$ cat config.mk
export PLATFORM = sky130hd
export DESIGN_NAME = c432_irq_dispatch
export DESIGN_NICKNAME = d
export VERILOG_FILES = /design/src/rtl/c432_irq_dispatch.sv
export SDC_FILE = /design/constraint.sdc
export NUM_CORES = 1
export LEC_CHECK = 0
export ABC_AREA = 1
export BUFFER_PORTS_ARGS = -buffer_cell sky130_fd_sc_hd__buf_4
export CORE_MARGIN = 5
export CORE_UTILIZATION = 35
export CTS_BUF_LIST = sky130_fd_sc_hd__clkbuf_16
export DETAILED_ROUTE_END_ITERATION = 8
export PLACE_DENSITY = 0.63
export REMOVE_ABC_BUFFERS = 1
export SYNTH_ARGS = -nofsm -noshare
export SYNTH_HDL_FRONTEND = slang
export SYNTH_SLANG_ARGS = --single-unit
$ cat constraint.sdc
create_clock -name clk -period 3.2 [get_ports clk]
set_input_delay 0.16 -clock clk [delete_from_list [all_inputs] [get_ports clk]]
set_output_delay 0.16 -clock clk [all_outputs]
set_load 0.05 [all_outputs]
$ cat src/rtl/c432_irq_dispatch.sv
// Purpose: debounce c432 bus-request/channel words and queue qualified events for the host.
// Latency: a word held from cycle 0 is pushed at the end of cycle STABLE_CYCLES, visible the next cycle.
// Backpressure: valid/ready head; push into a full FIFO without a pop drops the event and flags overflow.
`timescale 1ns/1ps
module c432_irq_dispatch #(
    parameter int STABLE_CYCLES = 2,
    parameter int DEPTH         = 4,
    parameter int LW            = $clog2(DEPTH) + 1
) (
    input  logic          clk,
    input  logic          rst_n,
    input  logic          bus_a_i,
    input  logic          bus_b_i,
    input  logic          bus_c_i,
    input  logic [3:0]    chan_i,
    input  logic          sample_en_i,
    output logic          irq_valid_o,
    input  logic          irq_ready_i,
    output logic [1:0]    irq_bus_o,
    output logic [3:0]    irq_chan_o,
    output logic [LW-1:0] fifo_level_o,
    output logic          overflow_o,
    output logic [7:0]    drop_cnt_o,
    input  logic          clear_ovf_i
);

    localparam int             PW      = $clog2(DEPTH);
    localparam logic [2:0]     STB_C   = 3'(STABLE_CYCLES);
    localparam logic [LW-1:0]  DEPTH_L = LW'(DEPTH);
    localparam bit             STB_ONE = (STABLE_CYCLES == 1);

    typedef enum logic [1:0] {
        S_IDLE = 2'd0,
        S_QUAL = 2'd1,
        S_HOLD = 2'd2
    } state_t;

    // Sampled word: {bus code, channel}; forced to zero when idle
    logic [1:0] w_smp_bus;
    logic       w_smp_act;
    logic       r_smp_act;
    logic [5:0] r_smp_word;

    state_t     r_state, w_state_nxt;
    logic [2:0] r_cnt, w_cnt_nxt;
    logic [5:0] r_cur, w_cur_nxt;
    logic       w_push;
    logic       w_new;

    logic [5:0]    r_mem [DEPTH];
    logic [PW-1:0] r_wptr;
    logic [PW-1:0] r_rptr;
    logic [LW-1:0] r_level;
    logic          w_valid;
    logic          w_pop;
    logic          w_full;
    logic          w_wr;
    logic          w_drop;
    logic          r_ovf;
    logic [7:0]    r_drop_cnt;

    // Encode the request flags with priority A > B > C and decide whether the sample is idle
    always_comb begin
        w_smp_bus = 2'b00;
        if (bus_a_i) begin
            w_smp_bus = 2'b00;
        end else if (bus_b_i) begin
            w_smp_bus = 2'b01;
        end else if (bus_c_i) begin
            w_smp_bus = 2'b10;
        end
        w_smp_act = sample_en_i & (bus_a_i | bus_b_i | bus_c_i);
    end

    // Register the input word every cycle so glitches in the core are seen as short-lived samples
    always_ff @(posedge clk or negedge rst_n) begin
        if (!rst_n) begin
            r_smp_act  <= 1'b0;
            r_smp_word <= 6'd0;
        end else begin
            r_smp_act  <= w_smp_act;
            r_smp_word <= w_smp_act ? {w_smp_bus, chan_i} : 6'd0;
        end
    end

    // Qualifier state register
    always_ff @(posedge clk or negedge rst_n) begin
        if (!rst_n) begin
            r_state <= S_IDLE;
            r_cnt   <= 3'd0;
            r_cur   <= 6'd0;
        end else begin
            r_state <= w_state_nxt;
            r_cnt   <= w_cnt_nxt;
            r_cur   <= w_cur_nxt;
        end
    end

    // Qualifier next state: a new non-idle word restarts counting, an idle sample abandons it
    always_comb begin
        w_state_nxt = r_state;
        w_cnt_nxt   = r_cnt;
        w_cur_nxt   = r_cur;
        w_push      = 1'b0;
        w_new       = r_smp_act && ((r_state == S_IDLE) || (r_smp_word != r_cur));
        if (!r_smp_act) begin
            w_state_nxt = S_IDLE;
            w_cnt_nxt   = 3'd0;
        end else if (w_new) begin
            w_cur_nxt = r_smp_word;
            w_cnt_nxt = 3'd1;
            if (STB_ONE) begin
                w_push      = 1'b1;
                w_state_nxt = S_HOLD;
            end else begin
                w_state_nxt = S_QUAL;
            end
        end else begin
            case (r_state)
                S_QUAL: begin
                    w_cnt_nxt = r_cnt + 3'd1;
                    if ((r_cnt + 3'd1) == STB_C) begin
                        w_push      = 1'b1;
                        w_state_nxt = S_HOLD;
                    end
                end
                S_HOLD: begin
                    w_state_nxt = S_HOLD;
                end
                default: begin
                    w_state_nxt = S_IDLE;
                    w_cnt_nxt   = 3'd0;
                end
            endcase
        end
    end

    assign w_valid = (r_level != '0);
    assign w_pop   = w_valid & irq_ready_i;
    assign w_full  = (r_level == DEPTH_L);
    assign w_wr    = w_push & (~w_full | w_pop);
    assign w_drop  = w_push & w_full & ~w_pop;

    // FIFO storage and pointers; a pop frees the slot a same-cycle push into a full FIFO needs
    always_ff @(posedge clk or negedge rst_n) begin
        if (!rst_n) begin
            for (int i = 0; i < DEPTH; i++) begin
                r_mem[i] <= 6'd0;
            end
            r_wptr  <= '0;
            r_rptr  <= '0;
            r_level <= '0;
        end else begin
            if (w_wr) begin
                r_mem[r_wptr] <= r_cur_push_word(w_cur_nxt);
                r_wptr        <= r_wptr + 1'b1;
            end
            if (w_pop) begin
                r_rptr <= r_rptr + 1'b1;
            end
            case ({w_wr, w_pop})
                2'b10:   r_level <= r_level + 1'b1;
                2'b01:   r_level <= r_level - 1'b1;
                default: r_level <= r_level;
            endcase
        end
    end

    // The word being pushed is always the one the qualifier is tracking after this cycle
    function automatic logic [5:0] r_cur_push_word(input logic [5:0] word);
        return word;
    endfunction

    // Sticky overflow and saturating drop count; a drop in the clear cycle takes precedence
    always_ff @(posedge clk or negedge rst_n) begin
        if (!rst_n) begin
            r_ovf      <= 1'b0;
            r_drop_cnt <= 8'd0;
        end else if (w_drop) begin
            r_ovf      <= 1'b1;
            r_drop_cnt <= clear_ovf_i ? 8'd1 :
                          (r_drop_cnt == 8'hFF) ? 8'hFF : r_drop_cnt + 8'd1;
        end else if (clear_ovf_i) begin
            r_ovf      <= 1'b0;
            r_drop_cnt <= 8'd0;
        end
    end

    assign irq_valid_o  = w_valid;
    assign irq_bus_o    = w_valid ? r_mem[r_rptr][5:4] : 2'b00;
    assign irq_chan_o   = w_valid ? r_mem[r_rptr][3:0] : 4'd0;
    assign fifo_level_o = r_level;
    assign overflow_o   = r_ovf;
    assign drop_cnt_o   = r_drop_cnt;

endmodule

Word-level counts from Yosys, hierarchy flattened:

Index checks and enable logic that the tools add are counted.

* magnitude comparators: 3
* reduce and logical (&&, ||, !) cells: 7
* muxes and demuxes: 32
* eq/ne operators: 10
* add/sub/neg operators: 6
* bitwise operators: 12
* shift-type cells: 0
* div/mod/pow operators: 0
* $mul: 0

Operators with widths (number)
* $mux 6: 6
* $mux 8: 4
* $bwmux 24: 1
* $mux 2: 7
* $bmux 6 s2: 1
* $demux 6 s2: 1
* $pmux 3 s2: 2
* $add 8x1->8 const B: 1
* $eq 8x8->1 const B: 1
* $add 3x1->3 const B: 2
* $ge 3x3->1 const B: 2
* $mux 1: 6
* $mux 3: 2
* $ne 6x6->1: 1
* $not 2->3: 2
* $and 1x1->1: 5
* $add 2x1->2 const B: 2
* $eq 2x1->1 const B: 2
* $eq 2x2->1 const B: 2
* $mux 4: 1
* $ne 4x4->1 const B: 1
* $pmux 2 s2: 1
* $reduce_bool 2->1: 2
* $eq 3x2->1 const B: 1
* 10 further kinds: 14

* word-level logic and storage cells: 84
* output and inout port bits: 19
* bits in latches: 0
* input bits: 12
* memory bits (read-only): 0
* memory bits (writable): 0
* register bits after elaboration: 58
* memories: 0

Longest topological paths before layout:

* depth in word-level cells: 9
* gate-level depth with buffers: 13
* depth with buffers taken out: 13

Worst setup path before layout:

No wires, ideal clock.

* kind: register -> register
* start: reg r_level[1], in the netlist fifo_level_o[1]
* end: reg r_level[2], in the netlist fifo_level_o[2]
* required time: 3069 ps
* path buffers: 0
* clock period less this slack: 2624 ps
* slack: 576 ps
* library setup time: 131 ps
* data arrival time: 2493 ps
* cell stages (with the launch flop): 11
* path through: dfrtp_1 nor2_1 nand2_1 inv_1 nor2_1 ha_1 inv_1 fa_1 a21oi_1 o21ai_0 xor2_1

* longest elaborated chain between the ends: 6
* elaborated cells between the ends (all ways): 12
* those cells by class: add/sub (2); eq/ne (3); mux (1); bitwise (4); reduce/logical (2)

Ends and longest elaborated chain
* start, declared: line 53 `logic [LW-1:0] r_level;`
* start signal, assigned: line 162 `2'b10: r_level <= r_level + 1'b1;`
* start signal, assigned: line 163 `2'b01: r_level <= r_level - 1'b1;`
* start signal, assigned: line 164 `default: r_level <= r_level;`
* $reduce_bool 3->1 (*): line 138 `assign w_valid = (r_level != '0);`
* net irq_valid_o: line 17 `output logic irq_valid_o,`
* $and 1x1->1 (*): line 139 `assign w_pop = w_valid & irq_ready_i;`
* net w_pop: line 55 `logic w_pop;`
* $or 1x1->1: line 141 `assign w_wr = w_push & (~w_full | w_pop);`
* $and 1x1->1: line 141
* $eq 2x1->1 or $eq 2x2->1 (tied branches): line 161 `case ({w_wr, w_pop})`
* $pmux 3 s2 or $reduce_bool 2->1 (tied branches)

The timed path passes the listed nets; every way through them passes the cells marked *.
A chain may end at the register's enable or synchronous reset.

Final worst setup path:

* start: reg r_cnt[0]
* end: reg r_level[1], in the netlist fifo_level_o[1]

* longest elaborated chain between the ends: 9
* elaborated cells between the ends (all ways): 11
* those cells by class: add/sub (1); eq/ne (3); mux (5); bitwise (1); reduce/logical (1)

Ends and longest elaborated chain
* start, declared: line 45 `logic [2:0] r_cnt, w_cnt_nxt;`
* start signal, assigned: line 94 `r_cnt <= w_cnt_nxt;`
* $add 3x1->3 (*): line 122 `if ((r_cnt + 3'd1) == STB_C) begin`
* $eq 3x2->1 (*): line 122
* $mux 1 (*): line 122
* $mux 1 (*): line 119 `case (r_state)`
* $mux 1 (*): line 109 `end else if (w_new) begin`
* $mux 1 (*): line 106 `if (!r_smp_act) begin`
* $and 1x1->1 (*): line 141
* $eq 2x1->1 or $eq 2x2->1 (tied branches): line 161
* $pmux 3 s2 or $reduce_bool 2->1 (tied branches)

Every way passes the cells marked *; elsewhere a longest branch is shown, timed or not.

==> impl_metrics.tcl <==
set metrics [dict create \
    timing.rr.start "r_cnt[0]" \
    synthCells 383 \
    post_dp_cell_area_sq_mm 0.00346 \
    p_int_mw 1.66 \
    vias 2545 \
    cts_max_path_buffers 2 \
    status "complete, no violations" \
    grt.total_usage_pct 13.6 \
    diodes 0 \
    hold_depth 3 \
    synth_top_area_cell "dfrtp_1" \
    ir_drop_v 0.000339 \
    synth_warnings 0 \
    via_per_inst 4.75 \
    cp_slowest_stage_delay_ns 0.42 \
    synthesis.area_sq_mm 0.00311 \
    power_density_mw_per_mm2 720 \
    grt_overflow 0 \
    worstRegToRegCells 9 \
    synth-seq-cells 58 \
    synthToLayoutAreaGrowth_pct 21.3 \
    p_switching_mw 1.05 \
    dpl_worst_slack_ns 0.741 \
    fin_hold_ws_ns 0.0519 \
    hp-class "input port to flip-flop" \
    grt_pass1_wl_um 12100 \
    cp-start-kind "flip-flop" \
    path_common_cell "ha_1" \
    critPathMaxFanout 7 \
    stdcell_area_sq_mm 0.00377 \
    grt_pass1_vias 2609 \
    die_h_um 104 \
    crit_arrival_ns 2.70 \
    drive_gt1_share_pct 15.2 \
    holdPathEnd "r_smp_word[2]" \
    p_total_mw 2.71 \
    cts.repair.resized 0 \
    netlist.area_leader.share_pct 46.7 \
    port_buffers 30 \
    drt-pass1-iter-count 4 \
    finalClockSkew_ns 0.00817 \
    cts_buffers 9 \
    num_rows 34 \
    gp_congestion 0.814 \
    cts_root_buffer "clkbuf_16" \
    drc 0 \
    seq_area_frac_synth_pct 46.7 \
    seqPwrFrac_pct 33.0 \
    clk_pin_slew_ns 0.05 \
    fmax_mhz 407 \
    p_comb_share_pct 33.7 \
    cts_tree "yes" \
    grt_max_degree 59 \
    antenna_found_initial 0 \
    reg2reg_slack_ns 0.74 \
    setup_viol 0 \
    rsz0062_at_grt "false" \
    insertion_delay_ns 0.32 \
    switching_share_pct 38.8 \
    timing.final.crit_share_pct 76.9 \
    timing.final.ws_setup_ns 0.740 \
    synth_area_leaders "dfrtp_1, nand2_1, inv_1" \
    drt_iter0_markers 112 \
    nFillCells 850 \
    drt-total-wl_um 6780 \
    clock-sinks 58 \
    maxCapViolCount 0 \
    min-delay-start "chan_i[2]" \
    rr_endpoint "fifo_level_o[1]" \
    wl_per_cell_um 12.6 \
    dpl.hpwl_um 4800 \
    drv_slew 0 \
    period_minus_slack_ns 2.46 \
    p_leak_nw 1.98 \
    dieArea_sq_mm 0.0109 \
    worst_pin_slew_ns 0.742 \
    ios 31 \
    clock_power_share_pct 33.3 \
    final_hold_viol_count 0 \
    path_cells "ha_1, xnor2_1, nand2_2, nor2_8, nand4_4, ha_1, inv_1, fa_1, o21ai_0" \
    fin_nets 449 \
    drtAntennaViolNets 0 \
    layout_commonest_cell "nand2_1" \
    path_class "flip-flop to flip-flop" \
    relSlewSlack_pct 50.5 \
    tns_ns 0 \
    start_util_pct 35.8 \
    required_ns 3.44 \
    die-width_um 104 \
    setup.worst_path.end_class "flip-flop" \
    core-area_sq_mm 0.00868 \
    layout_common_cells "nand2_1, dfrtp_1, inv_1" \
    cp_slowest_cell "fa_1" \
    ys_types 31 \
    ctsHtreeMaxLevel 3 \
    post_synth.cell_area_avg_sq_um 8.11 \
]
synth_stat cells, drive strengths merged:
cell type	count
clkinv	1
mux2i	1
dfrtp	58
o21a	1
clkbuf	3
ha	11
nor2	46
o21ai	22
fa	1
nand3	31
xor2	4
nand2	132
o31ai	4
a21oi	9
nand4	5
inv	48
nor3b	1
nor3	3
xnor2	2
logic make-up after synthesis:
family | Yosys count | synth area share (%)
simple gates | 218 | 33.5
flops | 58 | 46.7
fa+ha+maj | 12 | 5.07
compound gates | 36 | 6.44
xor+xnor | 6 | 1.69
buf+inv | 52 | 6.28
mux | 1 | 0.322
state kept, by name, indices dropped and copies added (netlist names):
register and flops:
drop_cnt_o 8, fifo_level_o 3, overflow_o 1, r_cnt 3
r_cur 6, r_mem 24, r_rptr 2, r_smp_act 1
r_smp_word 6, r_state 2, r_wptr 2
power by group through the flow:
| stage | registers [mW] | clock network [mW] | logic [mW] |
|---|---|---|---|
| after floorplan | 0.948 | 0 | 0.603 |
| after global placement | 0.904 | 0 | 0.906 |
| after detailed placement | 0.907 | 0 | 0.917 |
| after CTS | 0.895 | 0.922 | 0.924 |
| after global routing | 0.907 | 0.960 | 1.01 |
| final | 0.895 | 0.904 | 0.915 |
area by class of cell:
class	instances	area, sq um	area share, %
Inverter	49	184	4.88
Multi-Input combinational cell	273	1460	38.8
Tap cell	108	135	3.58
Timing Repair Buffer	34	265	7.04
Sequential cell	58	1450	38.5
Clock buffer	9	225	5.97
Clock inverter	5	47.5	1.26
critical path, delay by kind of cell, from the launching register on:
kind                       cells  cell delay (ns)
adders and majority gates      3             0.91
buffers and inverters          1             0.10
and+or+nand+nor                3             0.56
AOI/OAI and AO/OA              1             0.17
DFF                            1             0.41
xor gates and xnor gates       1             0.23
layer usage:
layer | GRT usage (%) | vias up | part of all wire [%]
li1 | - | 1281 | -
met1 | 16.8 | 1196 | 45
met2 | 21.9 | 60 | 47
met3 | 5.03 | 8 | 5.9
met4 | 4.72 | 0 | 1.7
met5 | 0 | - | 0
worst max-delay path by stage:
stage                     from              end  slack (ns)  cells after the start
2_1_floorplan  fifo_level_o[1]  fifo_level_o[2]        0.58                     10
6_report              r_cnt[0]  fifo_level_o[1]        0.74                      9
5_1_grt        fifo_level_o[1]  fifo_level_o[2]        0.57                      9
3_5_place_dp          r_cnt[0]  fifo_level_o[1]        0.74                      9
4_1_cts        fifo_level_o[1]  fifo_level_o[2]        0.73                      9
3_3_place_gp   fifo_level_o[1]  fifo_level_o[2]        0.82                      9
metrics by stage:
stage               instances  util, %
finish                    536     43.4
global route              536     43.4
CTS                       536     43.4
detailed placement        518     39.8
global placement          518     39.8
floorplan                 380        -
what timing repair did:
item,4_1_cts,5_1_grt
hold buffers,4,0
buffers inserted,0,0
endpoints found under the hold margin,60,0
Power figures use the tool's default switching activity.
